`src/rtl/rlsq_pkg.sv`:
```
// Shared definitions for reg_load_sequencer: state encoding and default widths.
package rlsq_pkg;

    localparam int WORD_SIZE_DEF      = 8;
    localparam int NUM_REGS_DEF       = 4;
    localparam int SEL_WIDTH_DEF      = 2;
    localparam int TIMEOUT_CYCLES_DEF = 15;

    localparam logic [1:0] ST_IDLE_ENC  = 2'd0;
    localparam logic [1:0] ST_REQ_ENC   = 2'd1;
    localparam logic [1:0] ST_WRITE_ENC = 2'd2;

    typedef enum logic [1:0] {
        S_IDLE  = ST_IDLE_ENC,
        S_REQ   = ST_REQ_ENC,
        S_WRITE = ST_WRITE_ENC
    } state_t;

endpackage

```
`src/rtl/reg_load_sequencer_load_decoder.sv`:
```
// Registered one-hot decoder: one load strobe per destination register.
// An out-of-range destination index produces no strobe at all.
module load_decoder #(
    parameter int NUM_REGS  = 4,
    parameter int SEL_WIDTH = 2
) (
    input  logic                 i_clk,
    input  logic                 i_rst,
    input  logic                 i_en,
    input  logic [SEL_WIDTH-1:0] i_dest,
    output logic [NUM_REGS-1:0]  o_load
);

    logic [NUM_REGS-1:0] w_onehot;
    logic [NUM_REGS-1:0] r_load;

    // NOTE: default-assign every always_comb output first so no path leaves it unassigned (no latch).
    always_comb begin
        w_onehot = '0;
        for (int i = 0; i < NUM_REGS; i++) begin
            if (i_en && (i_dest == SEL_WIDTH'(i))) begin
                w_onehot[i] = 1'b1;
            end
        end
    end

    // NOTE: sequential state uses non-blocking assignments so all flops update together.
    always_ff @(posedge i_clk or negedge i_rst) begin
        if (!i_rst) begin
            r_load <= '0;
        end else begin
            r_load <= w_onehot;
        end
    end

    assign o_load = r_load;

endmodule

```
`src/rtl/reg_load_sequencer.sv`:
```
// Write-back sequencer: fetches one word via req/ack and strobes it into register R[dest].
// Optional REQ timeout abort is enabled by defining REG_LOAD_TIMEOUT_EN.
module reg_load_sequencer
    import rlsq_pkg::*;
#(
    parameter int WORD_SIZE      = WORD_SIZE_DEF,
    parameter int NUM_REGS       = NUM_REGS_DEF,
    parameter int SEL_WIDTH      = SEL_WIDTH_DEF
`ifdef REG_LOAD_TIMEOUT_EN
   ,parameter int TIMEOUT_CYCLES = TIMEOUT_CYCLES_DEF
`endif
) (
    input  logic                 i_clk,
    input  logic                 i_rst,
    input  logic                 i_start,
    input  logic [WORD_SIZE-1:0] i_addr,
    input  logic [SEL_WIDTH-1:0] i_dest,
    output logic                 o_mem_req,
    output logic [WORD_SIZE-1:0] o_mem_addr,
    input  logic                 i_mem_ack,
    input  logic [WORD_SIZE-1:0] i_mem_rdata,
    output logic [WORD_SIZE-1:0] o_data_out,
    output logic [NUM_REGS-1:0]  o_load,
    output logic                 o_busy,
    output logic                 o_done,
    output logic                 o_err
);

    state_t                 r_state;
    state_t                 w_next_state;
    logic                   w_accept;
    logic                   w_capture;
    logic                   w_timeout;

    logic                   r_mem_req;
    logic [WORD_SIZE-1:0]   r_mem_addr;
    logic [SEL_WIDTH-1:0]   r_dest;
    logic [WORD_SIZE-1:0]   r_data_out;
    logic                   r_busy;
    logic                   r_done;
    logic                   r_err;

`ifdef REG_LOAD_TIMEOUT_EN
    localparam int CNT_W = $clog2(TIMEOUT_CYCLES + 1);
    logic [CNT_W-1:0]       r_cnt;
`endif

    always_ff @(posedge i_clk or negedge i_rst) begin
        if (!i_rst) begin
            r_state <= S_IDLE;
        end else begin
            r_state <= w_next_state;
        end
    end

    always_comb begin
        w_next_state = r_state;
        w_accept     = 1'b0;
        w_capture    = 1'b0;
        w_timeout    = 1'b0;
        case (r_state)
            S_IDLE: begin
                if (i_start) begin
                    w_accept     = 1'b1;
                    w_next_state = S_REQ;
                end
            end
            S_REQ: begin
                // An ack on the final counted cycle still takes the normal path.
                if (i_mem_ack) begin
                    w_capture    = 1'b1;
                    w_next_state = S_WRITE;
                end
`ifdef REG_LOAD_TIMEOUT_EN
                else if (r_cnt == CNT_W'(TIMEOUT_CYCLES - 1)) begin
                    w_timeout    = 1'b1;
                    w_next_state = S_IDLE;
                end
`endif
            end
            S_WRITE: w_next_state = S_IDLE;
            default: w_next_state = S_IDLE;
        endcase
    end

    // Outputs are registered from next-state so they line up with the state they describe.
    always_ff @(posedge i_clk or negedge i_rst) begin
        if (!i_rst) begin
            r_mem_req  <= 1'b0;
            r_mem_addr <= '0;
            r_dest     <= '0;
            r_data_out <= '0;
            r_busy     <= 1'b0;
            r_done     <= 1'b0;
            r_err      <= 1'b0;
        end else begin
            r_mem_req <= (w_next_state == S_REQ);
            r_busy    <= (w_next_state != S_IDLE);
            r_done    <= w_capture;
            r_err     <= w_timeout;
            if (w_accept) begin
                r_mem_addr <= i_addr;
                r_dest     <= i_dest;
            end
            if (w_capture) begin
                r_data_out <= i_mem_rdata;
            end
        end
    end

`ifdef REG_LOAD_TIMEOUT_EN
    always_ff @(posedge i_clk or negedge i_rst) begin
        if (!i_rst) begin
            r_cnt <= '0;
        end else if (w_accept) begin
            r_cnt <= '0;
        end else if (r_state == S_REQ) begin
            r_cnt <= r_cnt + CNT_W'(1);
        end
    end
`endif

    load_decoder #(
        .NUM_REGS  (NUM_REGS),
        .SEL_WIDTH (SEL_WIDTH)
    ) u_load_decoder (
        .i_clk  (i_clk),
        .i_rst  (i_rst),
        .i_en   (w_capture),
        .i_dest (r_dest),
        .o_load (o_load)
    );

    assign o_mem_req  = r_mem_req;
    assign o_mem_addr = r_mem_addr;
    assign o_data_out = r_data_out;
    assign o_busy     = r_busy;
    assign o_done     = r_done;
    assign o_err      = r_err;

endmodule

```
`config.mk`:
```
export PLATFORM = sky130hd
export DESIGN_NAME = reg_load_sequencer
export DESIGN_NICKNAME = d
export VERILOG_FILES = /design/src/rtl/rlsq_pkg.sv /design/src/rtl/reg_load_sequencer_load_decoder.sv /design/src/rtl/reg_load_sequencer.sv
export SDC_FILE = /design/constraint.sdc
export NUM_CORES = 1
export LEC_CHECK = 0
export ABC_AREA = 1
export CAP_MARGIN = 10
export CELL_PAD_IN_SITES_DETAIL_PLACEMENT = 1
export CELL_PAD_IN_SITES_GLOBAL_PLACEMENT = 2
export CORE_MARGIN = 3
export CORE_UTILIZATION = 24
export CTS_BUF_LIST = sky130_fd_sc_hd__clkbuf_4
export DETAILED_ROUTE_END_ITERATION = 8
export GPL_TIMING_DRIVEN = 0
export PLACE_DENSITY_LB_ADDON = 0.12
export SLEW_MARGIN = 40
export SYNTH_ARGS = -nofsm -noshare
export SYNTH_HDL_FRONTEND = slang
export SYNTH_SLANG_ARGS = --single-unit
```
`constraint.sdc`:
```
create_clock -name i_clk -period 1.2 [get_ports i_clk]
set_input_delay 0.24 -clock i_clk [delete_from_list [all_inputs] [get_ports i_clk]]
set_output_delay 0.24 -clock i_clk [all_outputs]
set_load 0.02 [all_outputs]
```
### Word level (Yosys, flattened, before mapping)

Cells that the tools add are included.

* bits of input ports: 22
* output and inout port bits: 24
* latch bits: 0
* logic and storage cells: 31
* bits in read-only memories: 0
* bits in writable memories: 0
* memories: 0
* flip-flop bits (word level): 27

* order comparisons: 0
* bitwise operators: 0
* multipliers: 0
* add/subtract/negate cells: 0
* reductions and logical operators: 7
* eq/ne operators: 5
* multiplexer cells: 11
* shift operators: 0
* div/mod/pow operators: 0

Operators by type and width (count)
* 2-to-1 mux 1 bit: 8
* equality test 2 x 1 -> 1 bit (second input constant): 3
* equality test 2 bit (second input constant): 2
* logical AND 1 bit: 4
* zero test 2 bit: 2
* 2-to-1 mux 2 bit: 2
* case mux 2 bit (2 select lines): 1
* nonzero test 2 bit: 1

### Logic depth before layout (Yosys ltp)

Gate-level depths: netlist of run 1.

* word-level depth: 4
* mapped depth: 5

### Hierarchy

From an unflattened synthesis of run 1, not the netlist that was laid out.

* cells, all modules: 106
* area, all modules: 1049.8 sq um

By module, submodules not included
* reg_load_sequencer: cells each 94, times used 1, area each 919.6 sq um, seq. area each 575.6 sq um
* load_decoder: cells each 12, times used 1, area each 130.1 sq um, seq. area each 100.1 sq um

### Worst setup path before layout of run 1

Ideal clock, no wire load.

* path kind: register -> register
* start: register r_state[0]
* end: register r_mem_addr[2], in the netlist o_mem_addr[2]
* cell stages (with the launch flop): 6
* buffers on the path: 1
* arrival time: 0.823 ns
* path slack: 0.260 ns
* library setup time: 0.117 ns
* required time: 1.083 ns
* cells stage by stage: dfrtp_1 > nor2_1 > nand2_1 > buf_2 > nand2_1 > nand2_1

* longest elaborated chain between the ends: 2

Ends and longest elaborated chain
* start, declared: RTL line reg_load_sequencer.sv:29 `state_t r_state;`
* start signal, assigned: RTL line reg_load_sequencer.sv:52 `r_state <= w_next_state;`
* zero test 2 bit: RTL line reg_load_sequencer.sv:61 `case (r_state)`
* 2-to-1 mux 1 bit: RTL line reg_load_sequencer.sv:61
* end signal, assigned: RTL line reg_load_sequencer.sv:102 `r_mem_addr <= i_addr;`
* end, declared: RTL line reg_load_sequencer.sv:36 `logic [WORD_SIZE-1:0] r_mem_addr;`

Every way passes these cells.
A chain may end at the register's enable or synchronous reset.

### Worst setup path in the final report of run 1

* start: register r_mem_addr[4], in the netlist o_mem_addr[4]
* end: output o_mem_addr[4]

RTL lines
* end, declared: RTL line reg_load_sequencer.sv:19 `output logic [WORD_SIZE-1:0] o_mem_addr,`

No word-level cell between the ends.

==> flow_summary.toml, run 1 <==
[sta]
final_hold_fails = 0
timing_max_transition_violations_final = 0
worst_clock_skew_ns = 0.002473
relSlewSlack = 0.5798
grt_setup_unrepaired = "no"
setup_viol = 0
fin_crit_ns = 1.137
max_freq_mhz = 879.3
final.setup.tns_ns = 0
tightest_slew_ns = 0.6303
layout_worst_path_cycle_share = 0.9477

[critical_path]
timing.critical_path.buf_inv = 1
crit_path_start_kind = "flop"
reg2reg_from = "r_state[0]$_DFF_PN0_"
crit_path_max_incr_delay_ns = 0.41
path_cells = "buf_2"
rr_endpoint = "o_mem_addr[7]$_DFFE_PN0P_"
cp.depth = 1
cp.required_ns = 0.96
timing.critical_path.slowest_stage_cell = "sky130_fd_sc_hd__dfrtp_1"
setup.worst_path.class = "reg2out"
critical_path.endpoint_type = "output port"
ff2ff_setup_slack_ns = 0.12
critPathTopFamily = "flip-flops"
cp-startpoint = "o_mem_addr[4]$_DFFE_PN0P_"
worst-endpoint-arrival_ns = 0.90
crit_path_max_fanout = 2
reg2regPathDepth = 5

[route]
dr.first_iter.drc_count = 35
route.top_layer_used = "met4"
dr_total_vias = 920
met2RoutedLength_mm = 1.270
first_pass_iters = 4
drt.antenna.violating_nets = 0
routed_wl_met3_um = 250
detail_route.wirelength_mm = 2.675
route.detailed.vias_per_inst = 4.402
route.detailed.drc = 0
post_route_m1_wl_mm = 1.115
wl_per_cell_um = 12.80

[global_routing]
grt_use_total = 0.1110
first_global_vias = 968
grt_remaining_overflow = 0
grt_first_pass_wirelength_mm = 4.429
largest_net_degree_at_the_start_of_global_routing = 28
initial_antenna_violation_count = 0

[finish]
number_of_non_filler_instances_in_the_completed_layout = 209
finalCoreUtilization = 0.3606
sequential_cell_area_um2 = 675.6
post_route_cells_drive_above_1_share = 0.2390
area_growth_pct = 41.19
fillers = 498
insertedDiodeCount = 0
final_nets = 182
area_of_combinational_cells_with_multiple_inputs_um2 = 314.1

[placement]
hpwlAfterDp_mm = 1.914
port-buffer-count = 44
dp.cells = 203
gp_routability_congestion = 0.7846

[pwr]
seq_power_share = 0.444
switchingPower_w = 0.001326
clockPowerShare = 0.125
worst_ir_drop_vdd_mv = 0.6117
leakagePower_nw = 0.7989
switching_share = 0.4174
comb_power_share = 0.431
total_internal_power_w = 0.001850
powerDensity_nw_per_um2 = 2141

[yosys]
synth_area_leaders = "sky130_fd_sc_hd__dfrtp_1 64%, sky130_fd_sc_hd__nand2_1 15%, sky130_fd_sc_hd__nand3_1 4.8%"
synth_area_um2 = 1051
avgSynthCellArea_um2 = 9.642
synth.top_cell.area_share = 0.6429
synth_top_cell_by_area = "sky130_fd_sc_hd__dfrtp_1"
synth_seq_area_share = 0.6429
synthCells = 109
synth.net_count = 131
total_of_warnings_raised_by_yosys = 0
ys_types = 14
postSynthRegisterBits = 27

[clocking]
cts.path.max_buffers = 2
tritoncts = "done"
clock_sinks = 27
clk_pin_slew_worst_paths_ns = 0.15
worst_skew_pair.late_latency_ns = 0.32
cts-htree-levels = 1
clockRootBuffer = "sky130_fd_sc_hd__clkbuf_4"
cts-buffers-inserted = 3

[run]
max_cap_viol_count = 0

[floorplan]
io-pin-count = 46
fp-row-count = 23
die_area_um2 = 5209
floorplan.die.width_um = 72.18
initial_core_util = 0.2554
die-height_um = 72.18
placeable_core_region_um2 = 4115

[min_path]
holdCritPathClass = "in2async"

[run_status]
status = "completed"
-- sequential cells by signal, summed over array words and instances (netlist names) --
register / cells
o_done: 1
u_load_decoder.o_load: 4
o_mem_addr: 8
r_dest: 2
r_state: 2
o_data_out: 8
o_mem_req: 1
o_busy: 1
-- layer usage --
metal / vias to the layer above / track usage
li1: 444 / -
met1: 436 / 0.1357
met2: 36 / 0.1800
met3: 4 / 0.02909
met4: 0 / 0.05637
met5: - / 0
-- power by group through the flow --
stage	Sequential [W]	Clock, W	Combinational, W
after floorplan	0.00180	0	0.000452
after global placement	0.00144	0	0.00162
after detailed placement	0.00145	0	0.00164
after CTS	0.00142	0.000423	0.00140
after global routing	0.00146	0.000459	0.00151
final	0.00141	0.000397	0.00137
-- cell usage after synthesis, drive strengths merged --
| cell | n |
|---|---|
| nand2 | 43 |
| dfrtp | 27 |
| nand3 | 11 |
| nand4 | 8 |
| buf | 6 |
| inv | 5 |
| nor2 | 5 |
| o21ai | 2 |
| clkbuf | 1 |
| conb | 1 |
-- worst max path at each step --
stage                                      endpoint  slack, ns
after floorplan           o_mem_addr[2]$_DFFE_PN0P_       0.26
after global placement    o_mem_addr[5]$_DFFE_PN0P_      -0.55
after detailed placement  o_mem_addr[3]$_DFFE_PN0P_      -0.21
after CTS                             o_data_out[5]       0.03
after global routing                  o_mem_addr[7]      0.007
final                                 o_mem_addr[4]       0.06
-- layout by cell type, fill, tap and decap left out --
| master | n |
|---|---|
| sky130_fd_sc_hd__conb_1 | 1 |
| sky130_fd_sc_hd__buf_6 | 1 |
| sky130_fd_sc_hd__clkbuf_1 | 1 |
| sky130_fd_sc_hd__inv_2 | 1 |
| sky130_fd_sc_hd__clkdlybuf4s50_1 | 20 |
| sky130_fd_sc_hd__nand2_2 | 1 |
| sky130_fd_sc_hd__nand4_1 | 8 |
| sky130_fd_sc_hd__dfrtp_1 | 27 |
| sky130_fd_sc_hd__buf_2 | 26 |
| sky130_fd_sc_hd__nand2_1 | 42 |
| sky130_fd_sc_hd__clkbuf_4 | 4 |
| sky130_fd_sc_hd__nand3_4 | 1 |
| sky130_fd_sc_hd__inv_1 | 4 |
| sky130_fd_sc_hd__dlygate4sd3_1 | 1 |
| sky130_fd_sc_hd__nand3_1 | 10 |
| sky130_fd_sc_hd__buf_4 | 3 |
| sky130_fd_sc_hd__nor2_1 | 5 |
| sky130_fd_sc_hd__clkinv_2 | 1 |
| sky130_fd_sc_hd__o21ai_0 | 2 |
-- area by class of cell --
class,count,area share
plain buffers,7,0.03204
clock buffers,3,0.01518
clock inverters,1,0.003373
inverters,5,0.01265
multi-input cells,70,0.2116
flip-flops and latches,27,0.4553
well taps,50,0.04216
repair buffers,46,0.2277
-- through the flow --
step	hold WS, ns	setup slack (ns)	total power, W	area, um2
6_report	0.4505	0.06279	0.003176	1484
5_1_grt	0.4357	0.006694	0.003436	1484
4_1_cts	0.4404	0.03442	0.003238	1479
3_5_place_dp	0.2968	-0.2057	0.003092	1549
3_3_place_gp	0.4536	-0.5517	0.003050	1554
2_1_floorplan	-0.05559	0.2596	0.002250	1051
-- cell families (layout without fill, tap and decap cells) --
family          after synthesis  after routing  share of synthesized area
compound gates                2              2                   0.009524
buf+inv                      12             62                    0.06069
flops                        27             27                     0.6429
other cells                   1              1                   0.003568
simple gates                 67             67                     0.2833
-- repair_timing --
item | in CTS | in global routing
setup buffers | 1 | 0
hold buffers | 1 | 0
resized for setup | 92 | 2
endpoints found under the setup margin | 23 | 6
hold endpoints to repair | 27 | 0
No activity file was read; power rests on OpenSTA's default activity.
==> inputs of run 2 (changes only) <==
--- a/config.mk
+++ b/config.mk
@@ -14,7 +14,7 @@
 export CTS_BUF_LIST = sky130_fd_sc_hd__clkbuf_4
 export DETAILED_ROUTE_END_ITERATION = 8
 export GPL_TIMING_DRIVEN = 0
-export PLACE_DENSITY_LB_ADDON = 0.12
+export PLACE_DENSITY_LB_ADDON = 0.08
 export SLEW_MARGIN = 40
 export SYNTH_ARGS = -nofsm -noshare
 export SYNTH_HDL_FRONTEND = slang
==> run 2 against run 1 <==
Compared with the run above: sequential power hardly changed; setup slack worse by 0.0092 ns; combinational power is 5% higher; non-clock buffer count is 3 higher; global-route usage is 0.41 points higher; design area is 2.0% higher; sequential share of layout area is 0.90 points lower; count of clock-buffer cells in the layout is 1 higher; hold slack worse by 0.0051 ns; highest routed layer unchanged.
==> flow_summary.toml, run 2 (same netlist as run 1, synthesis figures left out) <==
[run_status]
status = "completed"

[placement]
dp.cells = 203
placed_area_um2 = 1549
gp_routability_congestion = 0.7495
hpwlAfterDp_mm = 1.943
port-buffer-count = 44

[clocking]
clockRootBuffer = "sky130_fd_sc_hd__clkbuf_4"
worst_skew_pair.late_latency_ns = 0.32
cts-htree-levels = 1
cts.path.max_buffers = 2
tritoncts = "done"
clk_pin_slew_worst_paths_ns = 0.15
clock_sinks = 27
cts-buffers-inserted = 3

[route]
met2RoutedLength_mm = 1.349
route.detailed.vias_per_inst = 4.453
dr.first_iter.drc_count = 31
drt.antenna.violating_nets = 0
detail_route.wirelength_mm = 2.700
routed_wl_met3_um = 179
wl_per_cell_um = 12.74
dr_total_vias = 944
post_route_m1_wl_mm = 1.152
route.detailed.drc = 0
first_pass_iters = 4
route.top_layer_used = "met4"

[finish]
final_nets = 185
insertedDiodeCount = 0
area_growth_pct = 44.05
finish.instance_area_um2 = 1514
post_route_cells_drive_above_1_share = 0.2593
sequential_cell_area_um2 = 675.6
area_of_combinational_cells_with_multiple_inputs_um2 = 316.6
layout.cells.most_common_list = "42 x sky130_fd_sc_hd__nand2_1, 27 x sky130_fd_sc_hd__dfrtp_1, 25 x sky130_fd_sc_hd__buf_2"
number_of_non_filler_instances_in_the_completed_layout = 212
final_common_cell = "sky130_fd_sc_hd__nand2_1"
fillers = 487

[critical_path]
crit_path_start_kind = "flop"
path_cells = "buf_2"
timing.critical_path.slowest_stage_cell = "sky130_fd_sc_hd__dfrtp_1"
reg2reg_from = "r_state[1]$_DFF_PN0_"
reg2regPathDepth = 5
ff2ff_setup_slack_ns = 0.12
timing.critical_path.buf_inv = 1
critical_path.endpoint_type = "output port"
setup.worst_path.class = "reg2out"
crit_path_max_fanout = 2
worst-endpoint-arrival_ns = 0.91
cp.required_ns = 0.96
crit_path_max_incr_delay_ns = 0.42
critPathTopFamily = "flip-flops"
rr_endpoint = "o_data_out[7]$_DFFE_PN0P_"

[global_routing]
grt_first_pass_wirelength_mm = 4.657
grt_use_total = 0.1152
grt_remaining_overflow = 0
largest_net_degree_at_the_start_of_global_routing = 28
initial_antenna_violation_count = 0
first_global_vias = 995

[floorplan]
initial_core_util = 0.2554
die-height_um = 72.18
fp-row-count = 23
floorplan.die.width_um = 72.18
placeable_core_region_um2 = 4115
io-pin-count = 46
die_area_um2 = 5209

[min_path]
holdCritPathClass = "in2async"

[sta]
max_freq_mhz = 872.3
timing_max_transition_violations_final = 0
final_hold_fails = 0
worst_clock_skew_ns = 0.009517
relSlewSlack = 0.5834
grt_setup_unrepaired = "no"
tightest_slew_ns = 0.6250
layout_worst_path_cycle_share = 0.9553
fin_crit_ns = 1.146
setup_viol = 0

[pwr]
powerDensity_nw_per_um2 = 2161
worst_ir_drop_vdd_mv = 0.6805
leakagePower_nw = 0.8155

[run]
max_cap_viol_count = 0
==> run 2: changes by cell type in the layout (fill, tap and decap cells not counted) <==
cell and delta:
sky130_fd_sc_hd__clkbuf_4 +2, sky130_fd_sc_hd__nor2_1 -1, sky130_fd_sc_hd__buf_4 +3, sky130_fd_sc_hd__clkinv_2 -1, sky130_fd_sc_hd__nor2_2 +1, sky130_fd_sc_hd__buf_2 -1
==> run 2: stage by stage <==
| stage | power (W) | setup TNS (ns) | hold WS, ns | utilization | setup slack, ns |
|---|---|---|---|---|---|
| after CTS | 0.003322 | 0 | 0.4399 | 0.3655 | 0.03593 |
| after detailed placement | 0.003087 | -2.700 | 0.2960 | 0.3764 | -0.1997 |
| after global placement | 0.003052 | -17.26 | 0.4538 | 0.3776 | -0.5455 |
| final | 0.003272 | 0 | 0.4454 | 0.3679 | 0.05360 |
| after floorplan | 0.002250 | 0 | -0.05559 | - | 0.2596 |
| after global routing | 0.003545 | 0 | 0.4329 | 0.3679 | 0.002287 |
==> run 2: per-layer routing <==
| layer | vias up | track usage |
|---|---|---|
| met1 | 461 | 0.1412 |
| li1 | 453 | - |
| met3 | 2 | 0.03740 |
| met2 | 28 | 0.1881 |
| met5 | - | 0 |
| met4 | 0 | 0.04384 |
==> run 2: how the worst max path moves through the flow <==
stage / to / slack (ns) / depth (start not counted) / start
floorplan: o_mem_addr[2]$_DFFE_PN0P_ / 0.26 / 5 / r_state[0]$_DFF_PN0_
global placement: o_mem_addr[3]$_DFFE_PN0P_ / -0.55 / 1 / i_rst
detailed placement: o_mem_addr[6]$_DFFE_PN0P_ / -0.20 / 4 / i_start
CTS: o_mem_addr[6] / 0.04 / 1 / o_mem_addr[6]$_DFFE_PN0P_
global route: o_mem_addr[6] / 0.002 / 1 / o_mem_addr[6]$_DFFE_PN0P_
finish: o_mem_addr[6] / 0.05 / 1 / o_mem_addr[6]$_DFFE_PN0P_
==> run 2: area by class of cell <==
| class | count | area share |
|---|---|---|
| Buffer | 7 | 0.03306 |
| Clock buffer | 4 | 0.01983 |
| Inverter | 5 | 0.01240 |
| Multi-Input combinational cell | 70 | 0.2091 |
| Sequential cell | 27 | 0.4463 |
| Tap cell | 50 | 0.04132 |
| Timing Repair Buffer | 49 | 0.2380 |
==> run 2: where the power goes <==
part | leakage, nW | total (W) | switching (W) | internal [W]
clock | 0.0184 | 0.000417 | 0.000264 | 0.000153
sequential | 0.341 | 0.00141 | 0.000172 | 0.00124
combinational | 0.456 | 0.00144 | 0.000894 | 0.000549
total | 0.816 | 0.00327 | 0.00133 | 0.00194
==> run 2: repair_timing <==
| action | CTS | global route |
|---|---|---|
| cloned | 0 | 0 |
| buffers inserted | 4 | 0 |
| hold buffers | 1 | 0 |
| hold endpoints to repair | 27 | 0 |
| gates resized for setup | 92 | 4 |
| endpoints found under the setup margin | 23 | 6 |
==> inputs of run 3 (changes only) <==
--- a/config.mk
+++ b/config.mk
@@ -5,12 +5,12 @@
 export SDC_FILE = /design/constraint.sdc
 export NUM_CORES = 1
 export LEC_CHECK = 0
-export ABC_AREA = 1
+export ABC_AREA = 0
 export CAP_MARGIN = 10
 export CELL_PAD_IN_SITES_DETAIL_PLACEMENT = 1
 export CELL_PAD_IN_SITES_GLOBAL_PLACEMENT = 2
-export CORE_MARGIN = 3
-export CORE_UTILIZATION = 24
+export CORE_MARGIN = 2
+export CORE_UTILIZATION = 28
 export CTS_BUF_LIST = sky130_fd_sc_hd__clkbuf_4
 export DETAILED_ROUTE_END_ITERATION = 8
 export GPL_TIMING_DRIVEN = 0
==> run 3 against run 2 <==
Compared with the run above: the run now ends with setup timing left; largest cell class unchanged; register-to-register slack got worse by 0.19 ns; hold slack improved by 0.0043 ns; critical endpoint is now o_mem_addr[0]$_DFFE_PN0P_; synthesized area rose by 0.83%; highest routed layer unchanged.
==> flow_summary.toml, run 3 <==
[yosys]
post_synth_most_frequent_cells = "27 x sky130_fd_sc_hd__dfrtp_1, 18 x sky130_fd_sc_hd__mux2_4, 2 x sky130_fd_sc_hd__a211oi_1, 2 x sky130_fd_sc_hd__nor2_1, 2 x sky130_fd_sc_hd__nor3b_1"
synth_area_um2 = 1060
ys_types = 14
yosys_most_used_dff = "sky130_fd_sc_hd__dfrtp_1"
synth_top_cell_by_area = "sky130_fd_sc_hd__dfrtp_1"
synthCells = 60
synth.net_count = 82
total_of_warnings_raised_by_yosys = 0
postSynthRegisterBits = 27
avgSynthCellArea_um2 = 17.66
synth_most_common_cell = "sky130_fd_sc_hd__dfrtp_1"
synth.top_cell.area_share = 0.6375
synth_seq_area_share = 0.6375
synth_enable_flop_cells = 0
synth_area_leaders = "sky130_fd_sc_hd__dfrtp_1 64%, sky130_fd_sc_hd__mux2_4 26%, sky130_fd_sc_hd__nand3b_4 1.9%"
fraction_of_registers_with_async_set_reset = 1.000

[route]
first_pass_iters = 3
dr.first_iter.drc_count = 13
route.detailed.vias_per_inst = 4.205
detail_route.wirelength_mm = 2.146
drt.antenna.violating_nets = 0
route.detailed.drc = 0
wl_per_cell_um = 12.93
dr_total_vias = 698

[critical_path]
setup.worst_path.class = "reg2reg"
crit_path_start_kind = "flop"
critical_path.endpoint_type = "flop"
worst-endpoint-arrival_ns = 1.49
cp.required_ns = 1.42
crit_path_max_fanout = 10
ff2ff_setup_slack_ns = -0.07
reg2regPathDepth = 3

[clocking]
cts-htree-levels = 1
clockRootBuffer = "sky130_fd_sc_hd__clkbuf_4"
worst_skew_pair.late_latency_ns = 0.32
tritoncts = "done"
cts.path.max_buffers = 2
cts-buffers-inserted = 3
clk_pin_slew_worst_paths_ns = 0.15
clock_sinks = 27

[sta]
layout_worst_path_cycle_share = 1.054
final.setup.tns_ns = -0.6311
relSlewSlack = 0.5983
setup_viol = 10
worst_setup_slack_final_ns = -0.06519
fin_crit_ns = 1.265
max_freq_mhz = 790.4
grt_setup_unrepaired = "yes"
worst_clock_skew_ns = 0.01019
final_hold_fails = 0
timing_max_transition_violations_final = 0
tightest_slew_ns = 0.6025

[global_routing]
grt_use_total = 0.1109
initial_antenna_violation_count = 0
grt_remaining_overflow = 0
largest_net_degree_at_the_start_of_global_routing = 28
grt_first_pass_wirelength_mm = 3.539
first_global_vias = 711

[finish]
area_growth_pct = 47.34
final_common_cell = "sky130_fd_sc_hd__dfrtp_1"
post_route_cells_drive_above_1_share = 0.5169
finish.instance_area_um2 = 1562
final_nets = 141
insertedDiodeCount = 0
number_of_non_filler_instances_in_the_completed_layout = 166
layout.cells.most_common_list = "26 x sky130_fd_sc_hd__dfrtp_1, 23 x sky130_fd_sc_hd__buf_2, 20 x sky130_fd_sc_hd__clkdlybuf4s50_1"

[pwr]
leakagePower_nw = 0.7720
worst_ir_drop_vdd_mv = 0.8133
powerDensity_nw_per_um2 = 2409

[run_status]
violations = "setup timing"
status = "finished, violations left"

[placement]
port-buffer-count = 44
hpwlAfterDp_mm = 1.418
gp_routability_congestion = 0.6213
dp.cells = 152
placed_area_um2 = 1555

[floorplan]
floorplan.die.width_um = 65.52
placeable_core_region_um2 = 3661
die_area_um2 = 4293
fp-row-count = 22
io-pin-count = 46
die-height_um = 65.52
initial_core_util = 0.2895

[min_path]
holdCritPathClass = "in2async"

[run]
max_cap_viol_count = 0
[run 3: cell types whose count changed in the layout (fill, tap and decap cells not counted), sizes merged, moves of 2 or more]
cell / before / now
nand2: 43 / 0
mux2: 0 / 18
nand3: 11 / 0
nand4: 8 / 0
clkbuf: 7 / 4
nor2: 5 / 2
nor3b: 0 / 3
a211oi: 0 / 2
buf: 32 / 34
inv: 5 / 3
o21ai: 2 / 0
[run 3: area by class of cell]
type,count,area [um2]
well taps,48,60.06
clock buffers,4,30.03
fillers,404,2100
repair inverters,1,8.758
multi-input cells,29,355.3
repair buffers,53,396.6
flip-flops and latches,27,676.9
inverters,2,15.01
plain buffers,2,18.77
[run 3: path summary, 6_finish.rpt]
check / start / endpoint
setup / recovery: r_state[0]$_DFF_PN0_ / o_mem_addr[0]$_DFFE_PN0P_
max in group asynchronous: i_rst / r_state[0]$_DFF_PN0_
hold / removal: i_rst / u_load_decoder.o_load[0]$_DFF_PN0_
setup reg to reg: r_state[0]$_DFF_PN0_ / o_mem_addr[0]$_DFFE_PN0P_
min in group i_clk: r_dest[0]$_DFFE_PN0P_ / u_load_decoder.o_load[0]$_DFF_PN0_
hold reg to reg: r_dest[0]$_DFFE_PN0P_ / u_load_decoder.o_load[0]$_DFF_PN0_
[run 3: what timing repair did]
action / in CTS / in global routing
gates cloned: 1 / 0
pin swaps: 0 / 0
endpoints found under the setup margin: 41 / 19
hold buffers: 1 / 0
resized for setup: 96 / 2
setup buffers: 7 / 1
hold endpoints to repair: 27 / 0
[run 3: kinds of logic after synthesis]
family | after synthesis | synth area share
DFF | 27 | 0.6375
and+or+nand+nor | 8 | 0.06257
other | 1 | 0.003539
AOI/OAI and AO/OA | 2 | 0.01416
muxes | 18 | 0.2550
buffers and inverters | 4 | 0.02716
[run 3: where the power goes]
group          internal, W  switching [W]  total [W]
combinational     0.000982       0.000845    0.00183
sequential         0.00129       0.000231    0.00153
clock             0.000152       0.000257   0.000409
total              0.00243        0.00133    0.00376
[run 3: metrics by stage]
stage | worst slack, ns | power, W | hold WS [ns] | util
after floorplan | -0.01280 | 0.002643 | -0.05559 | -
final | -0.06519 | 0.003761 | 0.4497 | 0.4265
after global placement | -0.5481 | 0.003494 | 0.4930 | 0.4262
after detailed placement | -0.3570 | 0.003514 | 0.2931 | 0.4248
after global routing | -0.1202 | 0.004007 | 0.4864 | 0.4265
after CTS | -0.08717 | 0.003787 | 0.4732 | 0.4228
[run 3: critical path, stage by stage, from the launching register on]
cell	delay [ns]
sky130_fd_sc_hd__dfrtp_2	0.48
sky130_fd_sc_hd__nor3b_2	0.19
sky130_fd_sc_hd__buf_6	0.20
sky130_fd_sc_hd__mux2_4	0.31
[run 3: metal layers]
metal	share of wire	GRT usage	vias to the layer above	wire [um]
met2	0.47	0.1735	23	1003
met3	0.070	0.02568	2	150
met1	0.45	0.1474	351	974
met5	0	0	-	0
met4	0.0089	0.04688	0	19
li1	-	-	322	-
